File: config.mk
export PLATFORM = sky130hd
export DESIGN_NAME = unidade_controle_rodadas
export DESIGN_NICKNAME = d
export VERILOG_FILES = /design/src/rtl/unidade_controle_rodadas.sv
export SDC_FILE = /design/constraint.sdc
export NUM_CORES = 1
export LEC_CHECK = 0
export CORE_AREA = 5 5 42 44
export DETAILED_ROUTE_END_ITERATION = 16
export DIE_AREA = 0 0 47 49
export PLACE_DENSITY_LB_ADDON = 0.1
export SETUP_SLACK_MARGIN = 0.2
export SYNTH_ARGS = -nofsm -noshare
export SYNTH_HDL_FRONTEND = slang
export SYNTH_SLANG_ARGS = --single-unit
File: constraint.sdc
create_clock -name clock -period 1.14 [get_ports clock]
set_input_delay 0.114 -clock clock [delete_from_list [all_inputs] [get_ports clock]]
set_output_delay 0.114 -clock clock [all_outputs]
set_load 0.05 [all_outputs]
File: src/rtl/unidade_controle_rodadas.sv
// Round sequencer for the memory game: drives the E/L counters and play register.
// Optional per-play timeout is compiled in with `define TIMEOUT_EN.
module unidade_controle_rodadas #(
  parameter int TIMEOUT_CYCLES = 5000,
  parameter int TW             = 13
) (
  input  logic       clock,
  input  logic       reset,
  input  logic       iniciar,
  input  logic       jogada,
  input  logic       igual,
  input  logic       fimE,
  input  logic       fimL,
  output logic       zeraE,
  output logic       contaE,
  output logic       zeraL,
  output logic       contaL,
  output logic       zeraR,
  output logic       registraR,
  output logic       acertou,
  output logic       errou,
  output logic       timeout,
  output logic       pronto,
  output logic [3:0] db_estado
);

  typedef enum logic [3:0] {
    INICIAL        = 4'h0,
    PREPARACAO     = 4'h1,
    INICIO_RODADA  = 4'h2,
    ESPERA_JOGADA  = 4'h3,
    REGISTRA       = 4'h4,
    COMPARACAO     = 4'h5,
    PROXIMA_JOGADA = 4'h6,
    PROXIMA_RODADA = 4'h7,
    FIM_ACERTO     = 4'h8,
    FIM_ERRO       = 4'h9,
    FIM_TIMEOUT    = 4'hA
  } state_t;

  state_t state_q, state_d;
  logic   timer_expired;

  // Reject parameter sets where the timer could not reach its terminal count.
  if (TIMEOUT_CYCLES < 2 || (64'd1 << TW) < 64'(TIMEOUT_CYCLES)) begin : g_param_check
    $error("unidade_controle_rodadas: TW too small for TIMEOUT_CYCLES, or TIMEOUT_CYCLES < 2");
  end

  always_ff @(posedge clock or posedge reset) begin
    if (reset) state_q <= INICIAL;
    else       state_q <= state_d;
  end

`ifdef TIMEOUT_EN
  logic [TW-1:0] timer_q, timer_d;

  // The timer only runs while staying in espera_jogada, so every entry starts a full window.
  always_comb begin
    timer_d = '0;
    if (state_q == ESPERA_JOGADA && state_d == ESPERA_JOGADA)
      timer_d = timer_q + TW'(1);
  end

  always_ff @(posedge clock or posedge reset) begin
    if (reset) timer_q <= '0;
    else       timer_q <= timer_d;
  end

  assign timer_expired = (timer_q == TW'(TIMEOUT_CYCLES - 1));
`else
  assign timer_expired = 1'b0;
`endif

  always_comb begin
    state_d   = INICIAL;
    zeraE     = 1'b0;
    contaE    = 1'b0;
    zeraL     = 1'b0;
    contaL    = 1'b0;
    zeraR     = 1'b0;
    registraR = 1'b0;
    acertou   = 1'b0;
    errou     = 1'b0;
    timeout   = 1'b0;
    pronto    = 1'b0;
    db_estado = 4'hF;

    case (state_q)
      INICIAL: begin
        state_d   = iniciar ? PREPARACAO : INICIAL;
        zeraE     = 1'b1;
        zeraL     = 1'b1;
        zeraR     = 1'b1;
        db_estado = 4'h0;
      end
      PREPARACAO: begin
        state_d   = INICIO_RODADA;
        zeraE     = 1'b1;
        zeraL     = 1'b1;
        zeraR     = 1'b1;
        db_estado = 4'h1;
      end
      INICIO_RODADA: begin
        state_d   = ESPERA_JOGADA;
        zeraE     = 1'b1;
        db_estado = 4'h2;
      end
      ESPERA_JOGADA: begin
        if (jogada)             state_d = REGISTRA;
        else if (timer_expired) state_d = FIM_TIMEOUT;
        else                    state_d = ESPERA_JOGADA;
        db_estado = 4'h3;
      end
      REGISTRA: begin
        state_d   = COMPARACAO;
        registraR = 1'b1;
        db_estado = 4'h4;
      end
      COMPARACAO: begin
        if (!igual)             state_d = FIM_ERRO;
        else if (fimE && fimL)  state_d = FIM_ACERTO;
        else if (fimE)          state_d = PROXIMA_RODADA;
        else                    state_d = PROXIMA_JOGADA;
        db_estado = 4'h5;
      end
      PROXIMA_JOGADA: begin
        state_d   = ESPERA_JOGADA;
        contaE    = 1'b1;
        db_estado = 4'h6;
      end
      PROXIMA_RODADA: begin
        state_d   = INICIO_RODADA;
        contaL    = 1'b1;
        db_estado = 4'h7;
      end
      FIM_ACERTO: begin
        state_d   = iniciar ? PREPARACAO : FIM_ACERTO;
        acertou   = 1'b1;
        pronto    = 1'b1;
        db_estado = 4'h8;
      end
      FIM_ERRO: begin
        state_d   = iniciar ? PREPARACAO : FIM_ERRO;
        errou     = 1'b1;
        pronto    = 1'b1;
        db_estado = 4'h9;
      end
`ifdef TIMEOUT_EN
      FIM_TIMEOUT: begin
        state_d   = iniciar ? PREPARACAO : FIM_TIMEOUT;
        timeout   = 1'b1;
        pronto    = 1'b1;
        db_estado = 4'hA;
      end
`endif
      default: begin
        // Unreachable codes fall back to the idle state.
        state_d = INICIAL;
      end
    endcase
  end

endmodule

==> results of run 1 <==
what timing repair did:
action / in CTS / in global routing
pin swaps: 4 / 6
endpoints found under the setup margin: 17 / 17
setup buffers: 7 / 4
endpoints found under the hold margin: 0 / 0
hold buffers: 0 / 0
resized for setup: 14 / 12
layout by cell type, fill, tap and decap left out:
cell type,instances
a211oi_4,1
a21boi_0,2
a21o_2,1
a21oi_1,1
a31oi_1,1
buf_12,14
buf_4,13
buf_6,12
clkbuf_4,3
clkdlybuf4s50_1,6
clkinv_4,1
clkinvlp_4,1
conb_1,1
dfrtp_1,1
dfrtp_2,3
inv_1,2
inv_2,1
inv_4,1
nand2_2,1
nand2_4,2
nand2b_4,1
nand3_4,1
nand4b_1,1
nor2_4,2
nor2b_1,1
nor3_1,2
nor3_2,1
nor3_4,4
nor3b_1,1
o21ai_0,1
o21ai_1,1
o21ai_2,1
o221ai_2,1
o22ai_2,1
or2_0,1
or3_2,1
or3_4,1
final cells by class:
type	count	area [um2]	area share, %
multi-input combinational	32	320	29.8
timing repair buffer	45	573	53.4
sequential	4	104	9.67
tap	16	20.0	1.86
clock buffer	3	22.5	2.10
inverter	6	33.8	3.15
cell families (layout without fill, tap and decap cells):
family,after synthesis,after routing,synth area share (%)
AO/OA/AOI/OAI,11,11,21.0
buffers and inverters,13,54,19.7
flip-flops,4,4,27.1
other,1,1,1.02
AND/OR/NAND/NOR,20,20,31.2
worst register-to-register path: cells and delay by family, from the launching register on:
kind	cells	cell delay, ps
DFF	1	460
and+or+nand+nor	1	340
AOI/OAI and AO/OA	1	130
buffers and inverters	3	390
layer usage:
metal	wire (um)	up-vias	part of all wire [%]	global-route usage (%)
li1	-	247	-	-
met4	16	0	1.0	6.45
met5	0	-	0	0
met2	855	15	54	20.1
met3	47	2	3.0	1.48
met1	668	257	42	19.2
power by group through the flow:
stage	registers, mW	clock network [mW]	logic [mW]
after floorplan	0.233	0	1.42
after global placement	0.331	0	2.36
after detailed placement	0.330	0	2.37
after CTS	0.331	0.180	2.66
after global routing	0.344	0.200	3.02
final	0.327	0.173	2.89
worst max-delay path by stage:
stage | start | endpoint | slack (ps) | cells past startpoint
2_1_floorplan | state_q[3]$_DFF_PP0_ | zeraR | -250 | 3
3_3_place_gp | state_q[1]$_DFF_PP0_ | state_q[0]$_DFF_PP0_ | -150 | 4
3_5_place_dp | state_q[1]$_DFF_PP0_ | state_q[0]$_DFF_PP0_ | -200 | 4
4_1_cts | state_q[1]$_DFF_PP0_ | zeraR | -300 | 3
5_1_grt | state_q[2]$_DFF_PP0_ | zeraR | -340 | 3
6_report | state_q[2]$_DFF_PP0_ | zeraR | -280 | 3
through the flow:
| stage | hold WS, ps | setup WS (ps) |
|---|---|---|
| floorplan | -120 | -246 |
| global placement | 304 | -147 |
| detailed placement | 316 | -195 |
| CTS | 64.9 | -295 |
| global route | 87.1 | -345 |
| finish | 64.9 | -277 |
==> flow_summary.toml, run 1 <==
[sta]
final.setup.tns_ps = -3390
setup_slack_ps = -277
timing.final.crit_share_pct = 124
hold_viol_final = 0
finClkSkew_ps = 8.81
rsz0062_at_grt = "true"
slew_viol_final = 0
setup_viol = 17
max_clock_freq_mhz = 706
min_period_ps = 1420

[setup_path]
crit_fanout = 5
cp_top_family = "flip-flops"
arrival_ps = 1300
cp_data_required_time_ps = 1030
cp_num_buf_inv = 2
worst-setup-path-type = "flop to output port"
r2r_cells = 5
slowest_stage = "dfrtp_2"
slowest_delay_ps = 450
cp_cell_sequence = "buf_6 -> nor3_4 -> buf_12"
cp-end-kind = "output port"
reg2reg_to = "state_q[0]$_DFF_PP0_"
reg2reg_from = "state_q[1]$_DFF_PP0_"
r2r_slack_ps = -260
start_kind = "flop"

[floorplanning]
fp.dieH_um = 49
rows = 14
die-width_um = 47
core_region_area_mm2 = 0.00140
die_area_mm2 = 0.00230
io_pins = 21
initial_core_util_pct = 26.3

[cts]
clk_pin_slew_ps = 40
cts_root_buf = "clkbuf_4"
clkSinkCount = 4
clk_path_buf_depth = 2
cts_buffers = 3
cts_tree = "built"
clock_latency_ps = 240
htree_levels = 1

[synth]
netlist.top_cell.by_area = "dfrtp_1"
synth_area_um2 = 369
ys_ff_latch = 4
synth_nets = 56
synth_cell_type_count = 27
synthTopCellsByCount = "nor3_1 (7), inv_1 (5), dfrtp_1 (4)"
syn_avg_cell_area_um2 = 7.53
ys_seq_area_share_pct = 27.1
synth_edf_count = 0
synth_top_area_share_pct = 27.1
synthArstFlopShare_pct = 100
synth_most_common_cell = "nor3_1"
yosys_warnings = 0
synth_area_leaders = "dfrtp_1 (27%), nor3_1 (9.5%), buf_4 (6.1%), inv_1 (5.1%), o21ai_0 (4.1%)"
netlist_instances = 49
synth-main-ff-cell = "dfrtp_1"

[run_status]
status = "finished, violations left"
violations = "setup timing"

[detailed_routing]
antenna_left = 0
dr_total_vias = 521
dr.pass1.iters = 4
routedWlPerCell_um = 15.0
drt-total-wl_um = 1590
drt_iter0_drc = 17
drc = 0
via_per_inst = 4.92

[global_routing]
grt_pass1_wl_um = 2390
grt_max_degree = 10
grt_usage_pct = 13.7
antenna_found_initial = 0
grt_pass1_vias = 544
grt-ovfl-total = 0

[placed_design]
hpwl_um = 980
io_buffers = 19
gp_congestion = 0.695
dp.cells = 92
place_area_um2 = 885

[layout]
fill_cells = 89
top_regs = "state_q: 4 flops"
syn2layout_area_growth_pct = 191
drive_gt1_share_pct = 75.6
antenna_cells = 0
top_register = "state_q"
largest_reg_flops = 4
nets = 99
final_cells = 106
fin_util_pct = 76.6
final_cell_area_mm2 = 0.00107

[power_and_ir_drop]
power.total_mw = 3.39
power.share.combinational_pct = 85.3
p_per_area_mw_per_mm2 = 3160
p_leak_nw = 0.451
power.switching_mw = 1.58
switching_share_pct = 46.4
seqPwrFrac_pct = 9.6
max-vdd-ir-drop_mv = 1.64
pwr-share-clk_pct = 5.1
intPower_mw = 1.82

[run]
drv_cap = 0

[min_path]
hp-class = "primary input to async pin"
Note: power is estimated with default switching activity, not from simulation.
==> run 2, diff against run 1 <==
--- a/config.mk
+++ b/config.mk
@@ -9,7 +9,7 @@
 export DETAILED_ROUTE_END_ITERATION = 16
 export DIE_AREA = 0 0 47 49
 export PLACE_DENSITY_LB_ADDON = 0.1
-export SETUP_SLACK_MARGIN = 0.2
+export SETUP_SLACK_MARGIN = 0.05
 export SYNTH_ARGS = -nofsm -noshare
 export SYNTH_HDL_FRONTEND = slang
 export SYNTH_SLANG_ARGS = --single-unit
==> run 2 against run 1 <==
Die area stayed put. Final area decreased by 0.23%. Clock-buffer cell count stayed put. Setup slack got worse by 20 ps. Combinational power shrank 2%. Sequential share of layout area barely moved. Via count decreased by 2.3%. Maximum frequency is 1.4% lower. Clock power increased by 7%. Critical path type unchanged. Register-to-register slack is essentially flat. Largest cell class unchanged. The run still ends with setup timing left. Cell count is 0.94% higher. Global-route usage shrank 0.67 points.
==> flow_summary.toml, run 2 (synthesis results as in run 1) <==
[layout]
nets = 100
largest_reg_flops = 4
final_cells = 107
top_register = "state_q"
antenna_cells = 0
top_regs = "state_q: 4 flops"
drive_gt1_share_pct = 70.3
syn2layout_area_growth_pct = 190
final_cell_area_mm2 = 0.00107
layout_common_cells = "buf_12 (15), buf_4 (15), buf_6 (10)"

[cts]
cts_root_buf = "clkbuf_4"
clk_pin_slew_ps = 40
cts_tree = "built"
cts_hold_buf = 0
clock_latency_ps = 250
cts_buffers = 3
clk_path_buf_depth = 2
htree_levels = 1
clkSinkCount = 4

[floorplanning]
io_pins = 21
rows = 14
initial_core_util_pct = 26.3
die_area_mm2 = 0.00230
die-width_um = 47
fp.dieH_um = 49
core_region_area_mm2 = 0.00140

[min_path]
hp-class = "primary input to async pin"

[sta]
setup_slack_ps = -297
finClkSkew_ps = 8.16
max_clock_freq_mhz = 696
hold_viol_final = 0
rsz0062_at_grt = "true"
min_period_ps = 1440
slew_viol_final = 0
timing.final.crit_share_pct = 126
setup_viol = 17

[detailed_routing]
antenna_left = 0
drc = 0
routedWlPerCell_um = 13.7
via_per_inst = 4.76
dr_total_vias = 509
drt-total-wl_um = 1470
dr.pass1.iters = 4
drt_iter0_drc = 5

[global_routing]
grt-ovfl-total = 0
grt_usage_pct = 13.0
grt_pass1_wl_um = 2220
grt_max_degree = 10
antenna_found_initial = 0
grt_pass1_vias = 529
met3_usage_pct = 0.369
grtUsageMet1_pct = 16.9
met2_usage_pct = 20.8
busiest_layer = "met2"

[placed_design]
io_buffers = 19
gp_congestion = 0.748
dp.cells = 94
hpwl_um = 946
place_area_um2 = 891

[run]
drv_cap = 0

[run_status]
status = "finished, violations left"
violations = "setup timing"

[setup_path]
cp-end-kind = "output port"
crit_fanout = 3
worst-setup-path-type = "flop to output port"
cp_data_required_time_ps = 1030
start_kind = "flop"
arrival_ps = 1320

[power_and_ir_drop]
switching_share_pct = 46.1
p_leak_nw = 0.454
max-vdd-ir-drop_mv = 1.75
pwr-share-clk_pct = 5.5
intPower_mw = 1.80
p_per_area_mw_per_mm2 = 3120
seqPwrFrac_pct = 9.8
power.switching_mw = 1.54
power.share.combinational_pct = 84.6
## run 2: cell types whose count changed in the layout (fill, tap and decap cells not counted), moves of 2 or more
cell,before,now
nand2_4,2,0
nand2_1,0,2
buf_6,12,10
buf_4,13,15
## run 2: worst paths after layout
path / end / cells past startpoint / slack (ps) / start
max: contaE / 4 / -300 / state_q[3]$_DFF_PP0_
min: state_q[0]$_DFF_PP0_ / 2 / 50 / reset
max reg2reg: state_q[0]$_DFF_PP0_ / 5 / -270 / state_q[1]$_DFF_PP0_
min reg2reg: state_q[1]$_DFF_PP0_ / 2 / 720 / state_q[3]$_DFF_PP0_
max in group asynchronous: state_q[2]$_DFF_PP0_ / 2 / 930 / reset
min in group clock: state_q[3]$_DFF_PP0_ / 2 / 540 / iniciar
## run 2: final cells by class
| class | count | area (um2) |
|---|---|---|
| Clock buffer | 3 | 22.5 |
| Fill cell | 92 | 330 |
| Inverter | 6 | 41.3 |
| Multi-Input combinational cell | 32 | 298 |
| Sequential cell | 4 | 104 |
| Tap cell | 16 | 20.0 |
| Timing Repair Buffer | 46 | 586 |
## run 2: repair_timing
item                       4_1_cts  5_1_grt
gates resized for setup         11       10
setup endpoints to repair       15       17
setup buffers                    6        4
cloned                           0        0
pin swaps                        5        8
## run 2: worst max-delay path, stage by stage, from the launching register on
cell	delay, ps
dfrtp_1	410
nand2b_4	180
buf_6	130
nor3_4	210
buf_12	160
## run 2: metal layers
layer / wire [um] / vias up
li1: - / 247
met1: 607 / 242
met2: 781 / 18
met3: 56 / 2
met4: 25 / 0
met5: 0 / -
## run 2: power by group through the flow
stage | Combinational [mW] | Sequential, mW | Clock, mW
4_1_cts | 2.59 | 0.328 | 0.183
6_report | 2.83 | 0.329 | 0.185
3_3_place_gp | 2.36 | 0.330 | 0
2_1_floorplan | 1.40 | 0.233 | 0
5_1_grt | 2.95 | 0.345 | 0.191
3_5_place_dp | 2.37 | 0.327 | 0
## run 2: metrics by stage
step	util, %	hold WS [ps]	total power, mW	TNS [ps]	worst slack [ps]
global placement	63.6	303	2.69	-1310	-134
CTS	71.3	53.9	3.10	-3230	-275
finish	76.4	46.0	3.34	-3940	-297
global route	76.4	71.9	3.49	-4880	-358
detailed placement	63.6	313	2.70	-1120	-113
floorplan	-	-120	1.63	-717	-246
